===== config.mk =====
export PLATFORM = sky130hd
export DESIGN_NAME = tx_burst_ctrl
export DESIGN_NICKNAME = d
export VERILOG_FILES = /design/src/rtl/tx_burst_ctrl.sv
export SDC_FILE = /design/constraint.sdc
export NUM_CORES = 1
export LEC_CHECK = 0
export CAP_MARGIN = 20
export CORE_MARGIN = 2
export CORE_UTILIZATION = 45
export DETAILED_ROUTE_END_ITERATION = 16
export PLACE_DENSITY_LB_ADDON = 0.08
export SYNTH_ARGS = -nofsm -noshare
export SYNTH_HDL_FRONTEND = slang
export SYNTH_SLANG_ARGS = --single-unit

===== constraint.sdc =====
create_clock -name clock -period 9.6 [get_ports clock]
set_input_delay 1.44 -clock clock [delete_from_list [all_inputs] [get_ports clock]]
set_output_delay 1.44 -clock clock [all_outputs]
set_load 0.01 [all_outputs]

===== src/rtl/tx_burst_ctrl.sv =====
// tx_burst_ctrl: burst scheduler for the 16-QAM transmit chain.
// It sequences each burst as PREAMBLE -> PAYLOAD -> GUARD on one clock domain.
// It also produces the sample phase, the per-bit shift enable and the per-symbol
// strobe that the bit source and the pulse-shaping filter need.
//
// Interface contract: start is a level request that is sampled only in IDLE,
// and it is never queued. done is a one-cycle completion pulse on the last
// cycle of GUARD. At that same edge continuous alone decides whether the next
// burst follows back-to-back. sym_in must hold a complete symbol whenever
// sym_en is high. The bit source provides this because bit_en fires BIT_SYM
// times per payload symbol.
module tx_burst_ctrl #(
   parameter int SPS       = 8,
   parameter int BIT_SYM   = 4,
   parameter int PRE_LEN   = 16,
   parameter int GUARD_LEN = 8,
   parameter int LEN_W     = 10
) (
   input  logic                    clock,
   input  logic                    reset,
   input  logic                    start,
   input  logic                    continuous,
   input  logic [LEN_W-1:0]        payload_len,
   input  logic [BIT_SYM-1:0]      sym_in,
   output logic [$clog2(SPS)-1:0]  count,
   output logic                    bit_en,
   output logic                    sym_en,
   output logic [BIT_SYM-1:0]      symbol,
   output logic                    tx_on,
   output logic                    busy,
   output logic [1:0]              state,
   output logic                    done
);

   localparam int CNT_W   = $clog2(SPS);
   localparam int BIT_DIV = SPS / BIT_SYM;
   localparam int PRE_IW  = $clog2(PRE_LEN);
   localparam int GRD_IW  = (GUARD_LEN > 1) ? $clog2(GUARD_LEN) : 1;
   localparam int IDX_A   = (PRE_IW > GRD_IW) ? PRE_IW : GRD_IW;
   localparam int IDX_W   = (IDX_A > LEN_W) ? IDX_A : LEN_W;

   localparam logic [CNT_W-1:0] CNT_LAST = CNT_W'(SPS - 1);
   localparam logic [IDX_W-1:0] PRE_LAST = IDX_W'(PRE_LEN - 1);
   localparam logic [IDX_W-1:0] GRD_LAST = IDX_W'(GUARD_LEN - 1);

   typedef enum logic [1:0] {
      ST_IDLE  = 2'b00,
      ST_PRE   = 2'b01,
      ST_PAY   = 2'b10,
      ST_GUARD = 2'b11
   } state_t;

   state_t             state_q, state_d;
   logic [CNT_W-1:0]   count_q, count_d;
   logic [IDX_W-1:0]   idx_q, idx_d;
   logic [LEN_W-1:0]   len_q, len_d;
   logic [BIT_SYM-1:0] symbol_q, symbol_d;

   logic [IDX_W-1:0]   len_ext;
   logic               pay_last;
   logic               bit_phase;
   logic               bit_win;

   // Decode strobes and status purely from registered state so they are glitch-free
   // and drop to zero the instant reset clears the registers.
   always_comb begin
      busy      = (state_q != ST_IDLE);
      tx_on     = (state_q == ST_PRE) || (state_q == ST_PAY);
      sym_en    = busy && (count_q == CNT_LAST);
      len_ext   = IDX_W'(len_q);
      pay_last  = (idx_q == (len_ext - IDX_W'(1)));
      bit_phase = ((32'(count_q) % BIT_DIV) == (BIT_DIV - 1));
      // Shifting in the last preamble symbol preloads the first payload symbol.
      // The last payload symbol needs no shifts because nothing follows it.
      bit_win   = ((state_q == ST_PRE) && (idx_q == PRE_LAST)) ||
                  ((state_q == ST_PAY) && !pay_last);
      bit_en    = bit_win && bit_phase;
      done      = (state_q == ST_GUARD) && (idx_q == GRD_LAST) && sym_en;
      state     = state_q;
      count     = count_q;
      symbol    = symbol_q;
   end

   // Compute the next sample phase, burst state, symbol index, latched length and symbol.
   always_comb begin
      state_d  = state_q;
      count_d  = count_q;
      idx_d    = idx_q;
      len_d    = len_q;
      symbol_d = symbol_q;

      if (state_q == ST_IDLE) begin
         count_d = '0;
      end else if (count_q == CNT_LAST) begin
         count_d = '0;
      end else begin
         count_d = count_q + CNT_W'(1);
      end

      case (state_q)
         ST_IDLE: begin
            if (start) begin
               state_d  = ST_PRE;
               count_d  = '0;
               idx_d    = '0;
               symbol_d = '0;
               len_d    = payload_len;
            end
         end
         ST_PRE: begin
            if (sym_en) begin
               if (idx_q == PRE_LAST) begin
                  idx_d = '0;
                  if (len_q != '0) begin
                     state_d  = ST_PAY;
                     symbol_d = sym_in;
                  end else begin
                     state_d  = ST_GUARD;
                     symbol_d = '0;
                  end
               end else begin
                  idx_d = idx_q + IDX_W'(1);
                  // The next index has the opposite parity. An odd index selects
                  // the all-ones corner point.
                  symbol_d = idx_q[0] ? '0 : '1;
               end
            end
         end
         ST_PAY: begin
            if (sym_en) begin
               if (pay_last) begin
                  state_d  = ST_GUARD;
                  symbol_d = '0;
                  idx_d    = '0;
               end else begin
                  symbol_d = sym_in;
                  idx_d    = idx_q + IDX_W'(1);
               end
            end
         end
         ST_GUARD: begin
            if (sym_en) begin
               if (idx_q == GRD_LAST) begin
                  idx_d    = '0;
                  symbol_d = '0;
                  if (continuous) begin
                     state_d = ST_PRE;
                     len_d   = payload_len;
                  end else begin
                     state_d = ST_IDLE;
                  end
               end else begin
                  idx_d = idx_q + IDX_W'(1);
               end
            end
         end
         default: begin
            state_d = ST_IDLE;
         end
      endcase
   end

   // State registers with asynchronous active-low clear. An interrupted burst is dropped.
   always_ff @(posedge clock or negedge reset) begin
      if (!reset) begin
         state_q  <= ST_IDLE;
         count_q  <= '0;
         idx_q    <= '0;
         len_q    <= '0;
         symbol_q <= '0;
      end else begin
         state_q  <= state_d;
         count_q  <= count_d;
         idx_q    <= idx_d;
         len_q    <= len_d;
         symbol_q <= symbol_d;
      end
   end

endmodule

Word level (Yosys, flattened, before mapping). Index checks and enable logic that the tools add are counted.

Memory bits (read-only): 0. Memories: 0. Latch bits: 0. Output and inout bits: 14. Bits of input ports: 18. Word-level logic and storage cells: 77. Bits in writable memories: 0. Register bits after elaboration: 29.

Bitwise logic cells: 0. $lt $le $gt $ge: 0. Shift-type cells: 0. $add $sub $neg: 3. Divide/modulo/power cells: 0. Reduce and logical (&&, ||, !) cells: 17. $mul: 0. Multiplexer cells: 37. Equality and inequality tests: 15.

Operator list (count): $mux W10 (11); $pmux W10 S4 (1); $mux W4 (9); $pmux W10 S2 (1); $pmux W4 S4 (1); $mux W2 (7); $mux W3 (4); $ne A2 B2 Y1 const B (6); $add A10 B1 Y10 const B (1); $eq A10 B10 Y1 (1); $eq A10 B3 Y1 const B (1); $eq A10 B4 Y1 const B (1); $reduce_and A5 Y1 (2); $reduce_bool A10 Y1 (1); $sub A10 B1 Y10 const B (1); $pmux W2 S4 (1); $reduce_and A7 Y1 (1); $logic_and A1 B1 Y1 (6); $eq A2 B2 Y1 const B (2); $ne A2 B1 Y1 const B (2); $reduce_and A4 Y1 (1); $reduce_bool A2 Y1 (2); $add A3 B1 Y3 const B (1); $eq A3 B3 Y1 const B (1); other kinds (5) (7).

Longest topological paths before layout.
Word-level depth: 6. Depth in mapped cells: 12. Gate-level depth less buffers: 9.

Least setup slack after synthesis. Ideal clock, no wire load.

Path type: flip-flop to output port. Start point: register len_q[0], in the netlist len_ext[0]. End point: output port bit_en. Data required time: 8.160 ns. Cell stages (with the launch flop): 13. Setup slack: 5.456 ns. Buffers on the path: 3. Data arrival time: 2.704 ns. Cells stage by stage: dfrtp_1 > clkbuf_1 > inv_1 > ha_1 > buf_6 > or4b_4 > or3_4 > a2111oi_4 > o211ai_1 > or2_1 > buf_6 > a22oi_1 > nor2b_1.

Cells in the longest elaborated chain, start to end: 6.

RTL lines: from (decl) (RTL line 56) `logic [LEN_W-1:0] len_q, len_d;`; from (signal assigned) (RTL line 175) `len_q <= len_d;`; $sub A10 B1 Y10 (RTL line 71) `pay_last = (idx_q == (len_ext - IDX_W'(1)));`; $eq A10 B10 Y1 (RTL line 71); $logic_not A1 Y1 (RTL line 76) `((state_q == ST_PAY) && !pay_last);`; $logic_and A1 B1 Y1 (RTL line 76); $logic_or A1 B1 Y1 (RTL line 75) `bit_win = ((state_q == ST_PRE) && (idx_q == PRE_LAST)) ||`; $logic_and A1 B1 Y1 (RTL line 77) `bit_en = bit_win && bit_phase;`; to (decl) (RTL line 26) `output logic bit_en,`.

No other way between the ends.

Worst setup path in the final report. Ends and elaborated chain as after synthesis.

==> reports/qor.yml <==
status: "finished, final reports clean"
relSlewSlack: 0.536
setup_viol: 0
fillerInstances: 406
cp_max_fo: 8
grt_usage: 0.192
die_y_um: 71.2
finalCritPeriodShare: 0.522
io_buffer_count: 31
worst_clock_skew_ps: 8.84
most-common-layout-cells: "clkdlybuf4s50_1 (31), dfrtp_1 (29), nand2_1 (21)"
clk_pin_slew_ps: 60
holdWs_ps: 482
worst_setup_path_end_kind: "primary output"
start_util: 0.467
worstSetupStartpointType: "register"
gp_congestion: 0.776
via_count: 1738
synth_area_per_cell_um2: 9.25
worst_skew_pair.late_latency_ps: 280
ctsRootBufferMaster: "clkbuf_8"
post_cts_buffers: 0
critPathKind: "register to primary output"
cts_buffers: 5
antenna_found_initial: 0
ys_warn_count: 0
syn_inst: 220
power.switching_uw: 349
crit_family: "simple AND/OR/NAND/NOR gates"
viasPerCell: 5.79
arrival_ps: 3570
fp.dieW_um: 71.2
critPathMaxStageDelay_ps: 510
path_cells: "inv_1, ha_1, or4b_4, or3_4, a2111oi_4, o211ai_1, or2_1, a22oi_1, nor2b_1, clkdlybuf4s50_1"
mappedNetlistNets: 246
pin_count: 32
maxSlewViolCount: 0
seqPwrFrac: 0.295
power_density_nw_per_um2: 334
htreeDepth: 2
dieArea_um2: 5080
grt_max_degree: 30
cts_resized: 0
synth-edff-count: 0
netlist_area_um2: 2030
core-area_um2: 4350
ys_seq_elements: 29
grt_pass1_vias: 1616
drt_iter0_markers: 119
cts_buffer_depth: 2
switching_share: 0.421
tightest_slew_ps: 691
routed_wl_um: 4480
period_needed_ps: 5010
syn2layout_area_growth_pct: 21.8
intPower_uw: 480
tns_ps: 0
fmax_mhz: 200
rows: 24
holdCritPathClass: "register to register"
synthArstFlopShare: 1.00
cts_sinks: 29
seq_area_um2: 726
multi_input_area_um2: 1190
layout_commonest_cell: "clkdlybuf4s50_1"
nets: 273
ys_seq_area_frac: 0.357
ant_nets: 0
required_ps: 8160
cap_violations: 0
synthFlopType: "dfrtp_1"
peakVddDrop_mv: 0.141
rsz0062_at_grt: "false"
wl_met2_um: 2070
drive_above_1_share: 0.113
hold_buffers: 0
hold_violations: 0
cts_tree: "built"
combPwrFrac: 0.546
wl_met3_um: 239
clockPowerShare: 0.158
routedWlPerCell_um: 14.9
overflow: 0
grt_pass1_wl_um: 7680
hpwl_um: 3300
ys_types: 52
cp_slowest_cell: "or4b_4"
n_antenna_cell: 0
cellLeakagePower_uw: 0.00106
routedLengthMet1_um: 2150
highest_layer: "met4"
path_buf_inv: 2
drtPass1Iterations: 4
drc: 0
metrics by stage:
| stage | worst slack [ps] | instances | utilization | power [uW] | cell area [um^2] |
|---|---|---|---|---|---|
| 3_3_place_gp | 4920 | 291 | 0.541 | 697 | 2350 |
| 2_1_floorplan | 5460 | 220 | - | 573 | 2030 |
| 3_5_place_dp | 4860 | 291 | 0.541 | 697 | 2350 |
| 6_report | 4590 | 300 | 0.569 | 829 | 2480 |
| 4_1_cts | 4560 | 299 | 0.568 | 833 | 2470 |
| 5_1_grt | 4400 | 300 | 0.569 | 901 | 2480 |
Yosys cell counts, types with 5 or more instances:
| master | instances | area share |
|---|---|---|
| nand2_1 | 21 | 0.039 |
| nor2b_1 | 8 | 0.025 |
| xnor2_1 | 8 | 0.034 |
| a21oi_1 | 6 | 0.015 |
| dfrtp_1 | 29 | 0.36 |
| nor2_1 | 14 | 0.026 |
| o21ai_0 | 6 | 0.015 |
| nor3_1 | 8 | 0.020 |
| nand3_1 | 9 | 0.022 |
| o31ai_1 | 5 | 0.018 |
| mux2_2 | 11 | 0.061 |
| clkbuf_1 | 10 | 0.018 |
| inv_1 | 11 | 0.020 |
| ha_1 | 8 | 0.049 |
cell families (layout without fill, tap and decap cells):
kind of cell,Yosys count,in the layout,synth area share
AO/OA/AOI/OAI,50,50,0.194
XOR/XNOR,11,11,0.0541
adder cells (fa/ha/maj),8,8,0.0492
buffers and inverters,26,54,0.0584
flip-flops,29,29,0.357
multiplexers,14,14,0.0763
AND/OR/NAND/NOR,82,82,0.211
worst min-delay path: cells and delay by family (launching register included):
family | cells | cell delay [ps]
flops | 1 | 340
compound gates | 1 | 60
simple gates | 1 | 50
area by class of cell:
type	instances	area share
Clock buffer	7	0.0348
Clock inverter	1	0.0121
Inverter	11	0.0167
Multi-Input combinational cell	165	0.480
Sequential cell	29	0.293
Tap cell	52	0.0262
Timing Repair Buffer	35	0.137
layer usage:
| layer | vias up | global-route usage |
|---|---|---|
| met2 | 42 | 0.277 |
| met5 | - | 0 |
| met4 | 0 | 0.0461 |
| li1 | 852 | - |
| met3 | 2 | 0.0464 |
| met1 | 842 | 0.290 |
power groups by stage:
stage               registers, uW  clock network, uW  logic, uW
floorplan                     216                  0        357
global placement              246                  0        451
detailed placement            247                  0        450
CTS                           245                135        453
global route                  257                139        504
finish                        245                131        453
registers in the layout (all words and copies together), names as in the netlist:
signal   flops
count        3
idx_q       10
len_ext     10
state        2
symbol       4
worst paths after layout:
path                                        startpoint                     to  slack (ps)  cells past startpoint
worst max-delay path            len_ext[0]$_DFFE_PN0P_                 bit_en        4590                     10
worst min-delay path             symbol[1]$_DFFE_PN0P_  symbol[1]$_DFFE_PN0P_         480                      2
worst max register to register  len_ext[0]$_DFFE_PN0P_   state[1]$_DFFE_PN0P_        6290                      9
worst min register to register   symbol[1]$_DFFE_PN0P_  symbol[1]$_DFFE_PN0P_         480                      2
max in group asynchronous                        reset  symbol[2]$_DFFE_PN0P_        7770                      2
min in group asynchronous                        reset   idx_q[6]$_DFFE_PN0P_        1540                      2
Note: power is estimated with default switching activity, not from simulation.
